$ cat src/rtl/iir_shift.sv
// iir_shift: all-pole recursive synthesis filter with shift-only feedback taps.
// y[n] = sat(x[n] + sum_k (y[n-k] >> SHk)), k = 1..4, one tap per cycle via one adder.
// Valid/ready handshakes on both sides; a new sample is taken only from IDLE.
module iir_shift #(
  parameter int unsigned DW  = 8,
  parameter int unsigned OW  = 10,
  parameter int unsigned SH1 = 1,
  parameter int unsigned SH2 = 2,
  parameter int unsigned SH3 = 3,
  parameter int unsigned SH4 = 4
) (
  input  logic          clk,
  input  logic          rst,
  input  logic [DW-1:0] x,
  input  logic          in_valid,
  output logic          in_ready,
  output logic [OW-1:0] y,
  output logic          out_valid,
  input  logic          out_ready,
  output logic          busy
);

  localparam int unsigned AW = OW + 2;
  localparam logic [AW-1:0] SAT_MAX = {2'b00, {OW{1'b1}}};

  typedef enum logic [1:0] {IDLE, ACC, OUT} state_t;

  state_t        state_q;
  logic [AW-1:0] acc_q;
  logic [2:0]    k_q;
  logic [OW-1:0] y1_q, y2_q, y3_q, y4_q;
  logic [OW-1:0] y_q;
  logic          in_ready_q, out_valid_q, busy_q;

  logic [OW-1:0] tap_c;
  logic [AW-1:0] sum_c;
  logic [OW-1:0] sat_c;

  assign y         = y_q;
  assign in_ready  = in_ready_q;
  assign out_valid = out_valid_q;
  assign busy      = busy_q;

  // Select and shift the feedback tap for the current step, then add and clamp.
  always_comb begin
    tap_c = '0;
    unique case (k_q)
      3'd1:    tap_c = y1_q >> SH1;
      3'd2:    tap_c = y2_q >> SH2;
      3'd3:    tap_c = y3_q >> SH3;
      default: tap_c = y4_q >> SH4;
    endcase
    sum_c = acc_q + AW'(tap_c);
    sat_c = (sum_c > SAT_MAX) ? {OW{1'b1}} : sum_c[OW-1:0];
  end

  // Control FSM, accumulator, delay line and registered handshake outputs.
  always_ff @(posedge clk) begin
    if (rst) begin
      state_q     <= IDLE;
      acc_q       <= '0;
      k_q         <= '0;
      y1_q        <= '0;
      y2_q        <= '0;
      y3_q        <= '0;
      y4_q        <= '0;
      y_q         <= '0;
      in_ready_q  <= 1'b1;
      out_valid_q <= 1'b0;
      busy_q      <= 1'b0;
    end else begin
      unique case (state_q)
        IDLE: begin
          if (in_valid) begin
            acc_q      <= AW'(x);
            k_q        <= 3'd1;
            state_q    <= ACC;
            in_ready_q <= 1'b0;
            busy_q     <= 1'b1;
          end
        end
        ACC: begin
          if (k_q == 3'd4) begin
            // Last tap: publish the clamped result and advance the delay line.
            y_q         <= sat_c;
            y4_q        <= y3_q;
            y3_q        <= y2_q;
            y2_q        <= y1_q;
            y1_q        <= sat_c;
            acc_q       <= sum_c;
            k_q         <= '0;
            state_q     <= OUT;
            out_valid_q <= 1'b1;
          end else begin
            acc_q <= sum_c;
            k_q   <= k_q + 3'd1;
          end
        end
        OUT: begin
          if (out_ready) begin
            state_q     <= IDLE;
            out_valid_q <= 1'b0;
            in_ready_q  <= 1'b1;
            busy_q      <= 1'b0;
          end
        end
        default: begin
          state_q     <= IDLE;
          in_ready_q  <= 1'b1;
          out_valid_q <= 1'b0;
          busy_q      <= 1'b0;
        end
      endcase
    end
  end

endmodule

$ cat config.mk
export PLATFORM = sky130hd
export DESIGN_NAME = iir_shift
export DESIGN_NICKNAME = d
export VERILOG_FILES = /design/src/rtl/iir_shift.sv
export SDC_FILE = /design/constraint.sdc
export NUM_CORES = 1
export LEC_CHECK = 0
export BUFFER_PORTS_ARGS = -buffer_cell sky130_fd_sc_hd__buf_2
export CAP_MARGIN = 20
export CORE_MARGIN = 2
export CORE_UTILIZATION = 50
export DETAILED_ROUTE_END_ITERATION = 7
export PLACE_DENSITY = 0.69
export SLEW_MARGIN = 20
export SYNTH_ARGS = -nofsm -noshare
export SYNTH_HDL_FRONTEND = slang
export SYNTH_SLANG_ARGS = --single-unit
$ cat constraint.sdc
create_clock -name clk -period 3.2 [get_ports clk]
set_input_delay 0 -clock clk [delete_from_list [all_inputs] [get_ports clk]]
set_output_delay 0 -clock clk [all_outputs]
set_load 0.02 [all_outputs]
==> results of run 1 <==
## Yosys cell counts (2+ instances only)
cell | instances | share of area [%]
clkbuf_1 | 16 | 2.2
a311oi_1 | 3 | 0.98
a22oi_1 | 3 | 0.84
o41ai_1 | 2 | 0.65
dfxtp_1 | 51 | 38
buf_2 | 6 | 1.1
o22ai_1 | 2 | 0.47
a21o_1 | 3 | 0.84
a31oi_1 | 9 | 2.1
nor2b_1 | 6 | 1.4
nand2b_1 | 4 | 0.93
o21ai_0 | 18 | 3.4
xor2_1 | 7 | 2.3
o211a_1 | 4 | 1.5
and2_1 | 4 | 0.93
a21oi_1 | 46 | 8.6
nand2_1 | 53 | 7.4
o21a_1 | 3 | 0.84
nor3_1 | 5 | 0.93
ha_1 | 15 | 7.0
a222oi_1 | 6 | 2.2
nor2_1 | 27 | 3.8
inv_1 | 9 | 1.3
nand3_1 | 3 | 0.56
a211oi_1 | 7 | 2.0
## worst min-delay path: stages
cell and delay, ns:
buf_2 0.08, a21oi_1 0.05, o21ai_0 0.06, o211a_1 0.14
## path summary, 6_finish.rpt
| kind | to | start | slack, ns | cells past startpoint |
|---|---|---|---|---|
| max | y[8]$_SDFFE_PP0P_ | k_q[1]$_SDFFE_PP0P_ | -0.04 | 14 |
| min | acc_q[6]$_SDFFE_PP0P_ | x[6] | 0.06 | 4 |
| max reg2reg | y[8]$_SDFFE_PP0P_ | k_q[1]$_SDFFE_PP0P_ | -0.04 | 14 |
| min reg2reg | y4_q[8]$_SDFFE_PP0P_ | y4_q[8]$_SDFFE_PP0P_ | 0.47 | 2 |
## report_power, final
| group | internal (mW) | switching (mW) | leakage (nW) | total, mW |
|---|---|---|---|---|
| sequential | 0.651 | 0.0139 | 0.415 | 0.665 |
| clock | 0.177 | 0.222 | 0.0474 | 0.399 |
| combinational | 0.124 | 0.161 | 0.828 | 0.284 |
| total | 0.952 | 0.397 | 1.29 | 1.35 |
## layer usage
metal | up-vias | routed length [µm] | GRT usage, %
met5 | - | 0 | 0
li1 | 1260 | - | -
met2 | 53 | 3504 | 38.96
met4 | 0 | 51 | 7.143
met1 | 1212 | 3295 | 32.23
met3 | 5 | 346 | 3.882
## state kept, by name, indices dropped and copies added (netlist names)
signal and cells:
busy 1, in_ready 1, y 10, state_q 2, y4_q 6, k_q 3, out_valid 1, y2_q 8
y3_q 7, acc_q 12
## logic make-up (layout without fill, tap and decap cells)
logic type	after synthesis	count (layout)	share of synthesized area (%)
AND/OR/NAND/NOR	111	112	18.86
XOR/XNOR	7	7	2.288
AO/OA/AOI/OAI	117	117	27.96
buffers and inverters	32	67	5.042
flip-flops	51	51	38.10
adder cells (fa/ha/maj)	16	16	7.750
## repair_timing
action                                 in CTS  in global routing
hold buffers                                2                  0
pin swaps                                   1                 24
cloned                                      0                  1
buffers inserted                            2                  7
setup endpoints to repair                   1                 16
gates resized for setup                     0                 27
endpoints found under the hold margin       3                  0
## layout by cell type, fill, tap and decap left out, types with 3 or more instances in the layout
cell,instances
clkbuf_8,6
o211a_1,4
nor2b_1,4
nor2_1,26
a211oi_1,5
a22oi_1,3
a21oi_1,43
o21a_1,3
nand2_1,53
ha_1,10
ha_2,4
nand3_1,3
buf_6,3
a222oi_1,6
o21ai_0,17
inv_1,7
dfxtp_1,49
xor2_1,7
and2_1,3
nor3_1,5
buf_2,24
a21oi_2,3
a311oi_1,3
nand2b_1,3
a31oi_1,7
buf_4,21
a21o_1,3
## cell type report
cell class                      instances  area share (%)
Tap cell                               70           2.718
Timing Repair Buffer                   50           10.29
Clock inverter                          2          0.5049
Inverter                                9           1.049
Multi-Input combinational cell        252           51.03
Clock buffer                            6           2.563
Sequential cell                        51           31.84
==> results.md, run 1 <==
- Status: complete, but fails checks
- Failing checks: negative setup slack
- Post-route design area: 3222 µm²
- Synth cell types: 47
- CTS sink count: 51
- Final period util: 101.1%
- Routed WL per cell: 16.36 µm
- 1st-iter DRT viols: 159
- Flops & latches, synth: 51
- Synth Instances: 334
- Slew @ Worst Pin: 0.7644 ns
- Asr flop ratio synth: 0%
- Final hold violation count: 0
- Total CTS buffers: 5
- Initial Util: 52.14%
- Total global-route track usage: 23.80%
- FMAX: 309.1 MHz
- CTS H-Tree Depth: 2
- Startpoint Class: register
- Delay-heaviest family, CP: simple AND/OR/NAND/NOR gates
- Fin cells: 440
- WP data required: 3.43 ns
- CP arrival: 3.46 ns
- Gpl congestion: 0.8405
- Overflow left after global routing: 0
- Area of the mapped netlist: 2680 µm²
- Rows: 26
- Worst-Skew Late Latency: 0.31 ns
- Critical path cell sequence: buf_6, ha_4, nor2b_4, or3_4, buf_6, nor2_4, a21oi_2, ha_1, a21o_1, a221o_1, o21ai_2, nand4b_1, nand3_2, a31oi_1
- Total power: 1.349 mW
- Routed WL: 7.197 mm
- Final setup viols: 4
- Die X: 77.21 µm
- Hold WS: 0.05765 ns
- ANT nets after route: 0
- Layout area overhead: 20.21%
- Placed insts: 420
- Peak VDD IR: 0.0002550 V
- Port Buffers: 24
- Die Ht: 77.21 µm
- # DRC: 0
- Rel. slew slack: 48.85%
- Register area: 1026 µm²
- EDFF count, synth: 0
- CTS tree: built
- Clk slew on worst S/H paths: 0.09 ns
- Multi-input gate area: 1644 µm²
- Util after Layout: 62.68%
- Leakage: 1.291 nW
- CP bufs+invs: 2
- Max-slew violation count: 0
- Final Skew: 0.01305 ns
- Largest net degree at the start of global routing: 39
- # IOs: 25
- Hold WC Path Type: in -> reg
- Syn_area_per_cell: 8.024 µm²
- Placement Setup Slack: 0.03530 ns
- Setup TNS: -0.08390 ns
- Seq/Total Area, Yosys: 38.10%
- Vias in the first global route: 2351
- Synth warn: 0
- Net Count, Synth: 362
- Antenna diodes: 0
- Max Cap Viol: 0
- Crit path kind: reg -> reg
- Post-DP HPWL: 4.617 mm
- Final Critical Period: 3.235 ns
- Fin worst setup slack: -0.03512 ns
- Share of layout cells above drive strength 1: 24.05%
- CTS Buffer Depth: 2
- Worst Path Max Fanout: 8
- Placed cell area: 2928 µm²
- Most frequent CP cell: buf_6
- Clk root buf: clkbuf_8
- Critical-path top delay cell: or3_4
- Core area: 5140 µm²
- Nets: 397
- Fillers: 457
- Die footprint: 5961 µm²
- Crit-path max cell delay: 0.42 ns
- Via count: 2530
- 1st-pass router iterations: 4
- Crit. End Element: register
- P per Cell Area: 418.6 nW/µm²
- Via/cell ratio: 5.750
- RSZ-0062 raised after global routing: yes
- Top FF cell, synth: dfxtp_1
- Antenna violations before repair: 0
- Global-route wire length before repair: 11.46 mm
No activity file was read; power rests on OpenSTA's default activity.
==> run 2: changes to the inputs <==
--- a/config.mk
+++ b/config.mk
@@ -9,6 +9,7 @@
 export CAP_MARGIN = 20
 export CORE_MARGIN = 2
 export CORE_UTILIZATION = 50
+export CTS_BUF_LIST = sky130_fd_sc_hd__clkbuf_16
 export DETAILED_ROUTE_END_ITERATION = 7
 export PLACE_DENSITY = 0.69
 export SLEW_MARGIN = 20
==> run 2 against run 1 <==
The run still ends with negative setup slack left. Sequential power about the same. First-iteration DRC count down 14%. Maximum frequency up 0.90%. Non-clock buffer count down 6. Worst setup slack better by 0.029 ns. Final cell count down 1.4%. Clock power up 32%.
==> results.md, run 2 (synthesized netlist as in run 1, its figures left out) <==
- Max-slew violation count: 0
- Critical-path top delay cell: or3_4
- Critical Path Sink: y[8]$_SDFFE_PP0P_
- Worst reg2reg endpoint: y[8]$_SDFFE_PP0P_
- Placed insts: 420
- Post-DP HPWL: 4.617 mm
- Hold WS: 0.004130 ns
- Global-route wire length before repair: 11.50 mm
- Most common cell after layout, fill and taps aside: nand2_1
- # DRC: 0
- Startpoint Class: register
- Rel. slew slack: 47.99%
- R2R depth: 14
- CTS tree: built
- WP data required: 3.42 ns
- Multi-input gate area: 1639 µm²
- Register area: 1026 µm²
- Status: complete, but fails checks
- Die footprint: 5961 µm²
- Switching share of total power: 28.05%
- Gpl congestion: 0.8405
- RSZ-0062 raised after global routing: yes
- Routed WL per cell: 16.52 µm
- R2R setup slack: -0.006 ns
- CP bufs+invs: 2
- Die X: 77.21 µm
- Sequential share of power: 45.2%
- CP Launch Point: k_q[1]$_SDFFE_PP0P_
- Core area: 5140 µm²
- FMAX: 311.9 MHz
- Leakage: 1.280 nW
- Hold WC Path Type: in -> reg
- Worst-Skew Late Latency: 0.29 ns
- CTS Buffer Depth: 2
- 1st-iter DRT viols: 136
- Final hold violation count: 0
- Final Skew: 0.003897 ns
- CTS H-Tree Depth: 2
- Fin cells: 434
- Reg with most FFs: acc_q
- Share of layout cells above drive strength 1: 23.35%
- Antenna diodes: 0
- Largest net degree at the start of global routing: 39
- Hold Crit Start: x[2]
- Final period util: 100.2%
- Internal Power: 1.058 mW
- Rows: 26
- Overflow left after global routing: 0
- Delay-heaviest family, CP: simple AND/OR/NAND/NOR gates
- Worst reg2reg startpoint: k_q[1]$_SDFFE_PP0P_
- Fillers: 468
- Failing checks: negative setup slack
- Clock Power Share: 35.9%
- CTS sink count: 51
- Max Cap Viol: 0
- Placed cell area: 2928 µm²
- Layout area overhead: 19.75%
- Crit. End Element: register
- ANT nets after route: 0
- Crit path kind: reg -> reg
- Comb power frac: 18.9%
- Vias in the first global route: 2369
- Routed WL: 7.170 mm
- CP arrival: 3.43 ns
- Crit-path max cell delay: 0.43 ns
- Clk slew on worst S/H paths: 0.07 ns
- Total CTS buffers: 5
- Slew @ Worst Pin: 0.7772 ns
- # IOs: 25
- Port Buffers: 24
- Util after Layout: 62.44%
- Die Ht: 77.21 µm
- Initial Util: 52.14%
- Final setup viols: 3
- Critical path cell sequence: inv_2, ha_2, nor2b_4, or3_4, buf_8, nor2_4, a21oi_2, ha_1, a21o_1, a221o_1, o21ai_2, nand4b_1, nand3_2, a31oi_1
- Via/cell ratio: 5.793
- Peak VDD IR: 0.0002884 V
- Final Critical Period: 3.206 ns
- Total power: 1.471 mW
- Worst Path Max Fanout: 8
- 1st-pass router iterations: 4
- Nets: 391
- Fin worst setup slack: -0.006366 ns
- Placement Setup Slack: 0.03530 ns
- Via count: 2514
- Stages on the worst setup path: 14
- Commonest cells after routing, fill and taps aside: 53 x nand2_1, 49 x dfxtp_1, 44 x a21oi_1
- Hold_buf cts: 0
- Clk root buf: clkbuf_16
- Post-route design area: 3209 µm²
- Setup TNS: -0.009767 ns
- Antenna violations before repair: 0
- Total global-route track usage: 24.09%
- P_sw: 0.4126 mW
- P per Cell Area: 458.2 nW/µm²
- Largest register FFs: 12
[run 2: cell types whose count changed in the layout (fill, tap and decap cells not counted), sizes merged]
cell         before  now
buf              48   44
dlygate4sd3       2    0
clkbuf            6    5
clkinv            1    2
[run 2: power by group through the flow]
stage	combinational [mW]	clock [mW]	sequential, mW
4_1_cts	0.238	0.533	0.664
5_1_grt	0.306	0.560	0.667
3_3_place_gp	0.232	0	0.678
3_5_place_dp	0.236	0	0.679
6_report	0.277	0.528	0.665
2_1_floorplan	0.175	0	0.678
[run 2: area by class of cell]
class                      instances  share of cell area (%)
multi-input combinational        252                   51.07
clock inverter                     3                  0.6238
tap                               70                   2.729
timing repair buffer              44                   8.655
sequential                        51                   31.97
clock buffer                       5                   3.899
inverter                           9                   1.053
[run 2: how the worst min path moves through the flow]
stage,end,slack (ns),cells after the start
after floorplan,in_ready$_SDFFE_PP1P_,0.17,2
after global placement,acc_q[2]$_SDFFE_PP0P_,0.29,3
after detailed placement,acc_q[2]$_SDFFE_PP0P_,0.30,3
after CTS,acc_q[2]$_SDFFE_PP0P_,0.003,3
after global routing,state_q[1]$_SDFFE_PP0P_,0.04,4
final,acc_q[2]$_SDFFE_PP0P_,0.004,3
[run 2: timing repair]
item	in CTS	in global routing
endpoints found under the setup margin	0	16
setup buffers	0	5
resized for setup	0	27
[run 2: layer usage]
metal	vias up	share of wire (%)	global-route usage, %
li1	1253	-	-
met2	54	47	39.04
met5	-	0	0
met1	1198	47	32.35
met3	9	4.7	3.882
met4	0	1.6	8.750
[run 2: worst min-delay path, stage by stage]
cell and delay (ns):
buf_2 0.08, a211oi_1 0.06, nor3_1 0.11
==> run 3: changes to the inputs <==
--- a/config.mk
+++ b/config.mk
@@ -12,6 +12,7 @@
 export CTS_BUF_LIST = sky130_fd_sc_hd__clkbuf_16
 export DETAILED_ROUTE_END_ITERATION = 7
 export PLACE_DENSITY = 0.69
+export RECOVER_POWER = 100
 export SLEW_MARGIN = 20
 export SYNTH_ARGS = -nofsm -noshare
 export SYNTH_HDL_FRONTEND = slang
==> run 3 against run 2 <==
The run still ends with negative setup slack left. Sequential power about the same. Wire length is 0.39% higher. Non-clock buffer count stayed put. Utilization fell by 0.46 points. Maximum frequency decreased by 0.54%. Largest power group unchanged.
==> results.md, run 3 (synthesized netlist as in run 1, its figures left out) <==
- Slew @ Worst Pin: 1.157 ns
- Placed cell area: 2928 µm²
- Via/cell ratio: 5.788
- CP bufs+invs: 2
- R2R setup slack: -0.02 ns
- Final setup viols: 3
- Final Critical Period: 3.224 ns
- R2R depth: 14
- Die Ht: 77.21 µm
- Fin cells: 434
- Max Cap Viol: 0
- Routed WL per cell: 16.59 µm
- Largest register FFs: 12
- Final hold violation count: 0
- Via count: 2512
- Register area: 1026 µm²
- Worst reg2reg endpoint: y[8]$_SDFFE_PP0P_
- Startpoint Class: register
- Max-slew violation count: 0
- 1st-pass router iterations: 4
- Stages on the worst setup path: 14
- Status: complete, but fails checks
- FMAX: 310.2 MHz
- ANT nets after route: 0
- Most common cell after layout, fill and taps aside: nand2_1
- CTS sink count: 51
- Crit. End Element: register
- Vias in the first global route: 2369
- # IOs: 25
- Fillers: 472
- Peak VDD IR: 0.0002883 V
- Routed WL: 7.198 mm
- CP Launch Point: k_q[1]$_SDFFE_PP0P_
- Commonest cells after routing, fill and taps aside: 53 x nand2_1, 49 x dfxtp_1, 44 x a21oi_1
- RSZ-0062 raised after global routing: yes
- WP data required: 3.42 ns
- Antenna diodes: 0
- Worst Path Max Fanout: 8
- Crit path kind: reg -> reg
- Delay-heaviest family, CP: simple AND/OR/NAND/NOR gates
- Total CTS buffers: 5
- Critical-path top delay cell: or3_4
- Crit-path max cell delay: 0.43 ns
- CTS H-Tree Depth: 2
- Multi-input gate area: 1639 µm²
- Rows: 26
- Clk slew on worst S/H paths: 0.07 ns
- Final Skew: 0.004533 ns
- Critical path cell sequence: inv_2, ha_2, nor2b_4, or3_4, buf_8, nor2_4, a21oi_2, ha_1, a21o_1, a221o_1, o21ai_2, nand4b_1, nand3_2, a31oi_1
- Largest net degree at the start of global routing: 39
- Worst reg2reg startpoint: k_q[1]$_SDFFE_PP0P_
- Placed insts: 420
- Fin worst setup slack: -0.02387 ns
- Clk root buf: clkbuf_16
- Worst-Skew Late Latency: 0.29 ns
- Port Buffers: 24
- Reg with most FFs: acc_q
- Gpl congestion: 0.8405
- Overflow left after global routing: 0
- Die footprint: 5961 µm²
- Layout area overhead: 18.86%
- CTS Buffer Depth: 2
- Critical Path Sink: y[8]$_SDFFE_PP0P_
- Final period util: 100.7%
- Die X: 77.21 µm
- Rel. slew slack: 22.84%
- Global-route wire length before repair: 11.50 mm
- CP arrival: 3.44 ns
- Share of layout cells above drive strength 1: 18.96%
- Util after Layout: 61.98%
- Leakage: 1.217 nW
- 1st-iter DRT viols: 175
- Nets: 391
- Hold WC Path Type: in -> reg
- Core area: 5140 µm²
- Post-route design area: 3186 µm²
- CTS tree: built
- Antenna violations before repair: 0
- Initial Util: 52.14%
- Failing checks: negative setup slack
- Hold WS: 0.006128 ns
- Total global-route track usage: 24.09%
- # DRC: 0
- P per Cell Area: 461.5 nW/µm²
- Post-DP HPWL: 4.617 mm
[run 3: cell types whose count changed in the layout (fill, tap and decap cells not counted)]
cell,change
buf_2,-13
buf_4,-2
or2_0,+1
clkbuf_1,+15
or2_2,-1
[run 3: report_power, final]
| group | leakage (nW) | total, mW | internal (mW) | switching, mW |
|---|---|---|---|---|
| Clock | 0.0674 | 0.530 | 0.289 | 0.241 |
| Sequential | 0.415 | 0.665 | 0.651 | 0.0140 |
| Combinational | 0.734 | 0.276 | 0.116 | 0.159 |
[run 3: how the worst min path moves through the flow]
| stage | slack, ns | cells past startpoint | start | to |
|---|---|---|---|---|
| 2_1_floorplan | 0.17 | 2 | out_ready | in_ready$_SDFFE_PP1P_ |
| 3_5_place_dp | 0.30 | 3 | x[2] | acc_q[2]$_SDFFE_PP0P_ |
| 4_1_cts | 0.003 | 3 | x[2] | acc_q[2]$_SDFFE_PP0P_ |
| 3_3_place_gp | 0.29 | 3 | x[2] | acc_q[2]$_SDFFE_PP0P_ |
| 5_1_grt | 0.04 | 4 | out_ready | state_q[1]$_SDFFE_PP0P_ |
| 6_report | 0.006 | 3 | x[2] | acc_q[2]$_SDFFE_PP0P_ |
[run 3: layout make-up]
cell class	instances	share of cell area, %
Inverter	9	1.060
Timing Repair Buffer	44	7.973
Multi-Input combinational cell	252	51.45
Clock buffer	5	3.928
Tap cell	70	2.749
Clock inverter	3	0.6284
Sequential cell	51	32.21
[run 3: timing repair]
action                                  4_1_cts  5_1_grt
gates resized for setup                       0       27
endpoints found under the setup margin        0       16
buffers inserted                              0        5
hold buffers                                  0        0
[run 3: per-layer routing]
| metal | vias up | global-route usage, % | wire [µm] |
|---|---|---|---|
| met5 | - | 0 | 0 |
| met4 | 0 | 8.750 | 144 |
| met3 | 12 | 3.882 | 339 |
| met2 | 52 | 39.04 | 3360 |
| met1 | 1195 | 32.35 | 3353 |
| li1 | 1253 | - | - |
[run 3: metrics by stage]
step	setup TNS, ns	power [mW]	setup WS [ns]
2_1_floorplan	0	0.8522	0.01894
3_3_place_gp	0	0.9095	0.09611
3_5_place_dp	0	0.9149	0.03530
4_1_cts	0	1.436	0.001967
5_1_grt	-1.042	1.531	-0.1271
6_report	-0.05874	1.470	-0.02387
[run 3: tightest hold or removal path, stage by stage]
cell and delay, ns:
buf_2 0.08, a211oi_1 0.06, nor3_1 0.11
